[src/rtl/seq_det_prog.sv]
// -----------------------------------------------------------------------------
// seq_det_prog
// Runtime-programmable serial bit-pattern detector. Takes one bit per in_valid
// cycle. It compares the most recent len_r bits with the low len_r bits of the
// programmed pattern. The first bit received of a pattern sits at
// pattern[len-1], and the last bit sits at pattern[0].
//
// Detection can be overlapping or non-overlapping. Matches are counted in a
// saturating counter. An illegal length (0 or > MAX_LEN) raises cfg_err and
// suppresses all matches until a legal load or a reset.
//
// Ports:
//   clk          rising-edge clock
//   rstn         synchronous active-low reset; defaults to "1011", overlap
//   in_valid     qualifies in_bit. There is no back-pressure: a bit is
//                consumed on every cycle where in_valid=1, unless cfg_load=1.
//   in_bit       serial data bit
//   cfg_load     one-cycle strobe; latches cfg_pattern/cfg_len/cfg_overlap and
//                discards the same-cycle in_bit
//   cfg_pattern  pattern, right-aligned
//   cfg_len      pattern length
//   cfg_overlap  1 = overlapping detection, 0 = non-overlapping
//   clr_count    synchronous clear of match_count; wins over a same-cycle hit
//   match        registered one-cycle pulse per detected pattern
//   match_count  saturating match count
//   cfg_err      high while the latched configuration is illegal
// -----------------------------------------------------------------------------
module seq_det_prog #(
  parameter  int MAX_LEN = 8,
  parameter  int CNT_W   = 16,
  localparam int LEN_W   = $clog2(MAX_LEN + 1)
) (
  input  logic               clk,
  input  logic               rstn,
  input  logic               in_valid,
  input  logic               in_bit,
  input  logic               cfg_load,
  input  logic [MAX_LEN-1:0] cfg_pattern,
  input  logic [LEN_W-1:0]   cfg_len,
  input  logic               cfg_overlap,
  input  logic               clr_count,
  output logic               match,
  output logic [CNT_W-1:0]   match_count,
  output logic               cfg_err
);

  logic [MAX_LEN-1:0] pattern_r;
  logic [LEN_W-1:0]   len_r;
  logic               overlap_r;
  logic [MAX_LEN-1:0] history;
  logic [LEN_W-1:0]   fill;

  logic [MAX_LEN-1:0] history_next;
  logic [LEN_W-1:0]   fill_next;
  logic [MAX_LEN-1:0] len_mask;
  logic               hit;

  always_comb begin
    history_next = {history[MAX_LEN-2:0], in_bit};
    fill_next    = (fill >= LEN_W'(MAX_LEN)) ? fill : fill + 1'b1;

    // Only the low len_r bits take part in the compare. With an illegal
    // len_r the mask is don't-care, because cfg_err already blocks hits.
    len_mask = '0;
    for (int i = 0; i < MAX_LEN; i++) begin
      len_mask[i] = (i < int'(len_r));
    end

    // fill_next >= len_r guarantees every compared bit arrived after the
    // last clear (a load, or a non-overlapping hit).
    hit = in_valid && !cfg_load && !cfg_err && (fill_next >= len_r) &&
          ((history_next & len_mask) == (pattern_r & len_mask));
  end

  always_ff @(posedge clk) begin
    if (!rstn) begin
      pattern_r   <= MAX_LEN'(4'b1011);
      len_r       <= LEN_W'(4);
      overlap_r   <= 1'b1;
      history     <= '0;
      fill        <= '0;
      match       <= 1'b0;
      match_count <= '0;
      cfg_err     <= 1'b0;
    end else begin
      match <= 1'b0;

      if (cfg_load) begin
        pattern_r <= cfg_pattern;
        len_r     <= cfg_len;
        overlap_r <= cfg_overlap;
        history   <= '0;
        fill      <= '0;
        cfg_err   <= (cfg_len == '0) || (cfg_len > LEN_W'(MAX_LEN));
      end else if (in_valid) begin
        history <= history_next;
        // A non-overlapping hit restarts progress; history keeps shifting.
        fill    <= (hit && !overlap_r) ? '0 : fill_next;
        match   <= hit;
      end

      if (clr_count) begin
        match_count <= '0;
      end else if (hit && (match_count != '1)) begin
        match_count <= match_count + 1'b1;
      end
    end
  end

endmodule

[config.mk]
export PLATFORM = sky130hd
export DESIGN_NAME = seq_det_prog
export DESIGN_NICKNAME = d
export VERILOG_FILES = /design/src/rtl/seq_det_prog.sv
export SDC_FILE = /design/constraint.sdc
export NUM_CORES = 1
export LEC_CHECK = 0
export CAP_MARGIN = 20
export CORE_MARGIN = 2
export CORE_UTILIZATION = 50
export CTS_BUF_LIST = sky130_fd_sc_hd__clkbuf_8
export DETAILED_ROUTE_END_ITERATION = 16
export GPL_ROUTABILITY_DRIVEN = 0
export HOLD_SLACK_MARGIN = 0.05
export PLACE_DENSITY = 0.82
export SYNTH_ARGS = -nofsm -noshare
export SYNTH_HDL_FRONTEND = slang
export SYNTH_SLANG_ARGS = --single-unit
[constraint.sdc]
create_clock -name clk -period 4.1 [get_ports clk]
set_input_delay 1.23 -clock clk [delete_from_list [all_inputs] [get_ports clk]]
set_output_delay 1.23 -clock clk [all_outputs]
set_load 0.01 [all_outputs]
[Word-level counts from Yosys, hierarchy flattened]
Index checks and enable logic that the tools add are counted.
Operators by class
  mux-type cells: 2
  bitwise logic cells: 4
  magnitude comparators: 11
  reduce and logical (&&, ||, !) cells: 14
  equality and inequality tests: 2
  add/sub/neg operators: 2
Operator list (count)
  $add A16 B1 Y16 const B: 1
  $and A8 B8 Y8: 2
  $lt A3 B4 Y1 const A: 4
  $ne A16 B16 Y1 const B: 1
  $eq A8 B8 Y1: 1
  $lt A1 B4 Y1 const A: 2
  $lt A2 B4 Y1 const A: 2
  $mux W4: 2
  $logic_and A1 B1 Y1: 6
  $add A4 B1 Y4 const B: 1
  $ge A4 B4 Y1: 1
  $ge A4 B4 Y1 const B: 1
  $gt A4 B4 Y1 const B: 1
  $logic_not A4 Y1: 1
  $reduce_or A2 Y1: 2
  $logic_not A1 Y1: 3
  $reduce_or A3 Y1: 1
  $not A1 Y1: 2
  $logic_or A1 B1 Y1: 1
Word-level totals
  bits of input ports: 19
  logic and storage cells: 43
  flip-flop bits (word level): 42

[Longest topological paths before layout]
  word-level depth: 7
  depth in mapped cells: 10

[Worst setup path after synthesis]
No wires, ideal clock.
  kind: input-to-reg
  start: input cfg_load
  end: register match_count[12]
  path slack: 1.147 ns
  stages: 6
  library setup time: 0.070 ns
  arrival time: 2.883 ns
  path through: buf_2 or3b_2 a221oi_2 o211ai_2 or4_1 a21oi_1
Between the ends
  word-level cells in the longest chain between the ends: 6
RTL lines
  start, declared: line 37  | input logic cfg_load,
  $logic_not A1 Y1: line 71  | hit = in_valid && !cfg_load && !cfg_err && (fill_next >= len_r) &&
  $logic_and A1 B1 Y1 (4 in series): line 71
  $logic_and A1 B1 Y1: line 104  | end else if (hit && (match_count != '1)) begin
  end signal, assigned: line 105  | match_count <= match_count + 1'b1;
  end, declared: line 43  | output logic [CNT_W-1:0] match_count,
Every way passes these cells.
A chain may end at the register's enable or synchronous reset.

[Worst setup path after layout]
  start: input in_valid
  end: register fill[1]
Between the ends
  word-level cells in the longest chain between the ends: 6
RTL lines
  start, declared: line 35  | input logic in_valid,
  $logic_and A1 B1 Y1 (4 in series): line 71
  $logic_and A1 B1 Y1: line 98  | fill <= (hit && !overlap_r) ? '0 : fill_next;
  $mux W4: line 98
  end signal, assigned: line 98
  end, declared: line 51  | logic [LEN_W-1:0] fill;
Several ways; a longest one is shown, not always the timed one.

==> results.json <==
{
  "syn_to_final_growth_pct": 22.6,
  "grt_pass1_wl_um": 7950,
  "cp-end-kind": "flip-flop",
  "synth_top_family_by_area": "simple AND/OR/NAND/NOR gates",
  "async_flop_share": 0,
  "hold_path_class": "reg -> reg",
  "power_density_nw_per_um2": 329,
  "worst-slew-pin-transition_ns": 0.774,
  "path_cells": "clkdlybuf4s50_1, or3b_2, a221oi_2, o211ai_2, nor3_1, o32ai_1",
  "fin_crit_sh": 0.807,
  "rsz0062_at_grt": "no",
  "first_global_vias": 1751,
  "crit_type": "in -> reg",
  "ff_latch_area_um2": 841,
  "finalWirelength_um": 4630,
  "drt_iter0_markers": 125,
  "cp-startpoint": "in_valid",
  "r2r_start": "fill[0]$_SDFFE_PP0P_",
  "io_pins": 37,
  "cts_tree": "built",
  "setup_tns_ns": 0,
  "rows": 24,
  "drive_gt1_frac": 0.151,
  "yosys.area_share.simple": 0.278,
  "clockRootBuffer": "clkbuf_8",
  "antenna_found_initial": 0,
  "firstDrtPassIters": 5,
  "worst_skew_pair.late_latency_ns": 0.30,
  "n_antenna_cell": 0,
  "seqPwrFrac": 0.468,
  "postRouteAntennaNets": 0,
  "io_buffers": 36,
  "clkPwrFrac": 0.432,
  "postPlaceCellArea_um2": 2640,
  "fmax_mhz": 302,
  "pwr-share-comb": 0.100,
  "multiInputGateArea_um2": 1320,
  "synthesis.area_um2": 2260,
  "die_h_um": 71.3,
  "crit_arrival_ns": 3.47,
  "vias": 1826,
  "cts_setup_buffers": 0,
  "reg2reg_slack_ns": 1.21,
  "clk_pin_slew_worst_paths_ns": 0.08,
  "dpl.hpwl_um": 3320,
  "die_x_um": 71.3,
  "p_leak_uw": 0.00111,
  "cts_buffers": 5,
  "ys_ff_latch": 42,
  "synthFlopType": "dfxtp_1",
  "drv_slew": 0,
  "timing.rr.end": "fill[1]$_SDFFE_PP0P_",
  "maxCapViolations": 0,
  "crit_path_end": "fill[1]$_SDFFE_PP0P_",
  "netlist_instances": 244,
  "synth_xor_area_frac": 0.0426,
  "dpl_worst_slack_ns": 0.475,
  "max_stage_delay_ns": 0.49,
  "syn_avg_cell_area_um2": 9.27,
  "final-setup-viol-count": 0,
  "drc": 0,
  "synth-compound-area-share": 0.0736,
  "cts_buffer_depth": 2,
  "n_fill_cell": 353,
  "hold_viol_final": 0,
  "ys_types": 46,
  "startpoint_type": "input port",
  "core_um2": 4350,
  "final.min_clock_period_ns": 3.31,
  "slew_headroom": 0.483,
  "grt_max_degree": 19,
  "holdWs_ns": 0.483,
  "reg2reg_depth": 8,
  "fin_skew_ns": 0.00744,
  "syn_nets": 270,
  "switchingPower_uw": 203,
  "overflow": 0,
  "start_util": 0.520,
  "sw_frac_of_total": 0.223,
  "synth_mux_area_frac": 0.151,
  "synthAdderAreaFrac": 0.0387,
  "post-route-util": 0.637,
  "slowest_stage": "nor3_1",
  "drt-vias-per-instance": 5.52,
  "fin_nets": 304,
  "die-area_um2": 5080,
  "setup_slack_ns": 0.790,
  "required_ns": 4.26,
  "intPower_uw": 709,
  "ctsHoldBuffers": 0,
  "yosys_warnings": 0,
  "crit_path_max_fanout": 16,
  "design_area_um2": 2770,
  "status": "finished, final reports clean",
  "vdd_drop_max_mv": 0.233,
  "clock-sinks": 42,
  "h-tree-depth": 2,
  "seq_area_frac_synth": 0.372,
  "synth_edf_count": 0,
  "routedWlPerCell_um": 14.0,
  "grt_util_all_layers": 0.194,
  "ctsResizeCount": 0
}
[area by class of cell]
cell class                 count  share of cell area
clock buffer                   5              0.0248
clock inverter                 3              0.0248
inverter                       7             0.00947
multi-input combinational    183               0.476
sequential                    42               0.303
tap                           52              0.0235
timing repair buffer          39               0.138
[cells by family (layout without fill, tap and decap cells)]
kind of cell               after synthesis  in the layout
AOI/OAI and AO/OA                       20             20
muxes                                   34             34
buffers and inverters                   19             54
DFF                                     42             42
and+or+nand+nor                        111            111
adders and majority gates                7              7
xor gates and xnor gates                11             11
[metal layers]
metal,up-vias,global-route usage,share of wire,wire (µm)
met5,-,0,0,0
met4,0,0.0461,0.012,55
met3,7,0.0338,0.029,136
met2,29,0.314,0.47,2170
met1,851,0.270,0.49,2270
li1,939,-,-,-
[power groups by stage]
stage | logic (µW) | registers, µW | clock network (µW)
floorplan | 62.6 | 434 | 0
global placement | 89.6 | 436 | 0
detailed placement | 91.1 | 436 | 0
CTS | 91.8 | 427 | 401
global route | 101 | 429 | 411
finish | 91.5 | 427 | 394
[state kept, by name, indices dropped and copies added (netlist names)]
name and flops:
history 7, cfg_err 1, fill 4, match 1, pattern_r 8, len_r 4, overlap_r 1, match_count 16
[through the flow]
stage | instances | total power [µW]
floorplan | 244 | 496
global placement | 323 | 526
detailed placement | 323 | 528
CTS | 331 | 919
global route | 331 | 941
finish | 331 | 913
[critical path, delay by kind of cell]
kind / cells / cell delay, ns
and+or+nand+nor: 2 / 0.96
buffers and inverters: 1 / 0.47
AOI/OAI and AO/OA: 3 / 0.80
[worst min path at each step]
stage	from	to	cells after the start	slack, ns
final	overlap_r$_SDFFE_PN1P_	overlap_r$_SDFFE_PN1P_	2	0.48
after global routing	match_count[9]$_SDFFE_PP0P_	match_count[9]$_SDFFE_PP0P_	2	0.51
after CTS	overlap_r$_SDFFE_PN1P_	overlap_r$_SDFFE_PN1P_	2	0.48
after detailed placement	overlap_r$_SDFFE_PN1P_	overlap_r$_SDFFE_PN1P_	2	0.46
after global placement	overlap_r$_SDFFE_PN1P_	overlap_r$_SDFFE_PN1P_	2	0.46
after floorplan	overlap_r$_SDFFE_PN1P_	overlap_r$_SDFFE_PN1P_	2	0.44
[cells in the mapped netlist, types with 2 or more instances]
library cell,instances,area (µm²)
dfxtp_1,42,841
buf_6,3,33.8
nand2b_1,3,18.8
nor2_1,21,78.8
xnor2_1,2,17.5
xor2_1,9,78.8
nand4_1,9,56.3
nand3_1,7,35.0
mux2i_1,33,330
a21oi_1,4,20.0
or3b_2,2,17.5
clkbuf_1,5,18.8
ha_1,7,87.6
or2_2,13,81.3
o21ai_0,2,10.0
buf_1,2,7.51
inv_1,6,22.5
nor3_1,3,15.0
o31ai_1,3,22.5
nor4_2,5,62.6
nand2_1,25,93.8
or4_1,2,15.0
a221oi_2,2,30.0
nor4_1,6,37.5
and3_1,6,37.5
or2b_2,2,17.5
[cell usage in the layout (no fill, tap or decap), types with 2 or more instances in the layout]
| cell type | instances |
|---|---|
| bufinv_16 | 2 |
| inv_1 | 6 |
| or2b_2 | 2 |
| nor3_1 | 3 |
| dfxtp_1 | 42 |
| ha_1 | 7 |
| o31ai_1 | 3 |
| or4_1 | 2 |
| nand2_1 | 25 |
| nand4_1 | 9 |
| nand3_1 | 7 |
| o21ai_0 | 2 |
| xnor2_1 | 2 |
| nor4_2 | 5 |
| and3_1 | 6 |
| nor2_1 | 21 |
| nor4_1 | 6 |
| a21oi_1 | 4 |
| nand2b_1 | 3 |
| mux2i_1 | 33 |
| a221oi_2 | 2 |
| clkbuf_8 | 5 |
| buf_4 | 3 |
| xor2_1 | 9 |
| or2_2 | 13 |
| clkdlybuf4s50_1 | 36 |
| or3b_2 | 2 |
Power figures use the tool's default switching activity.
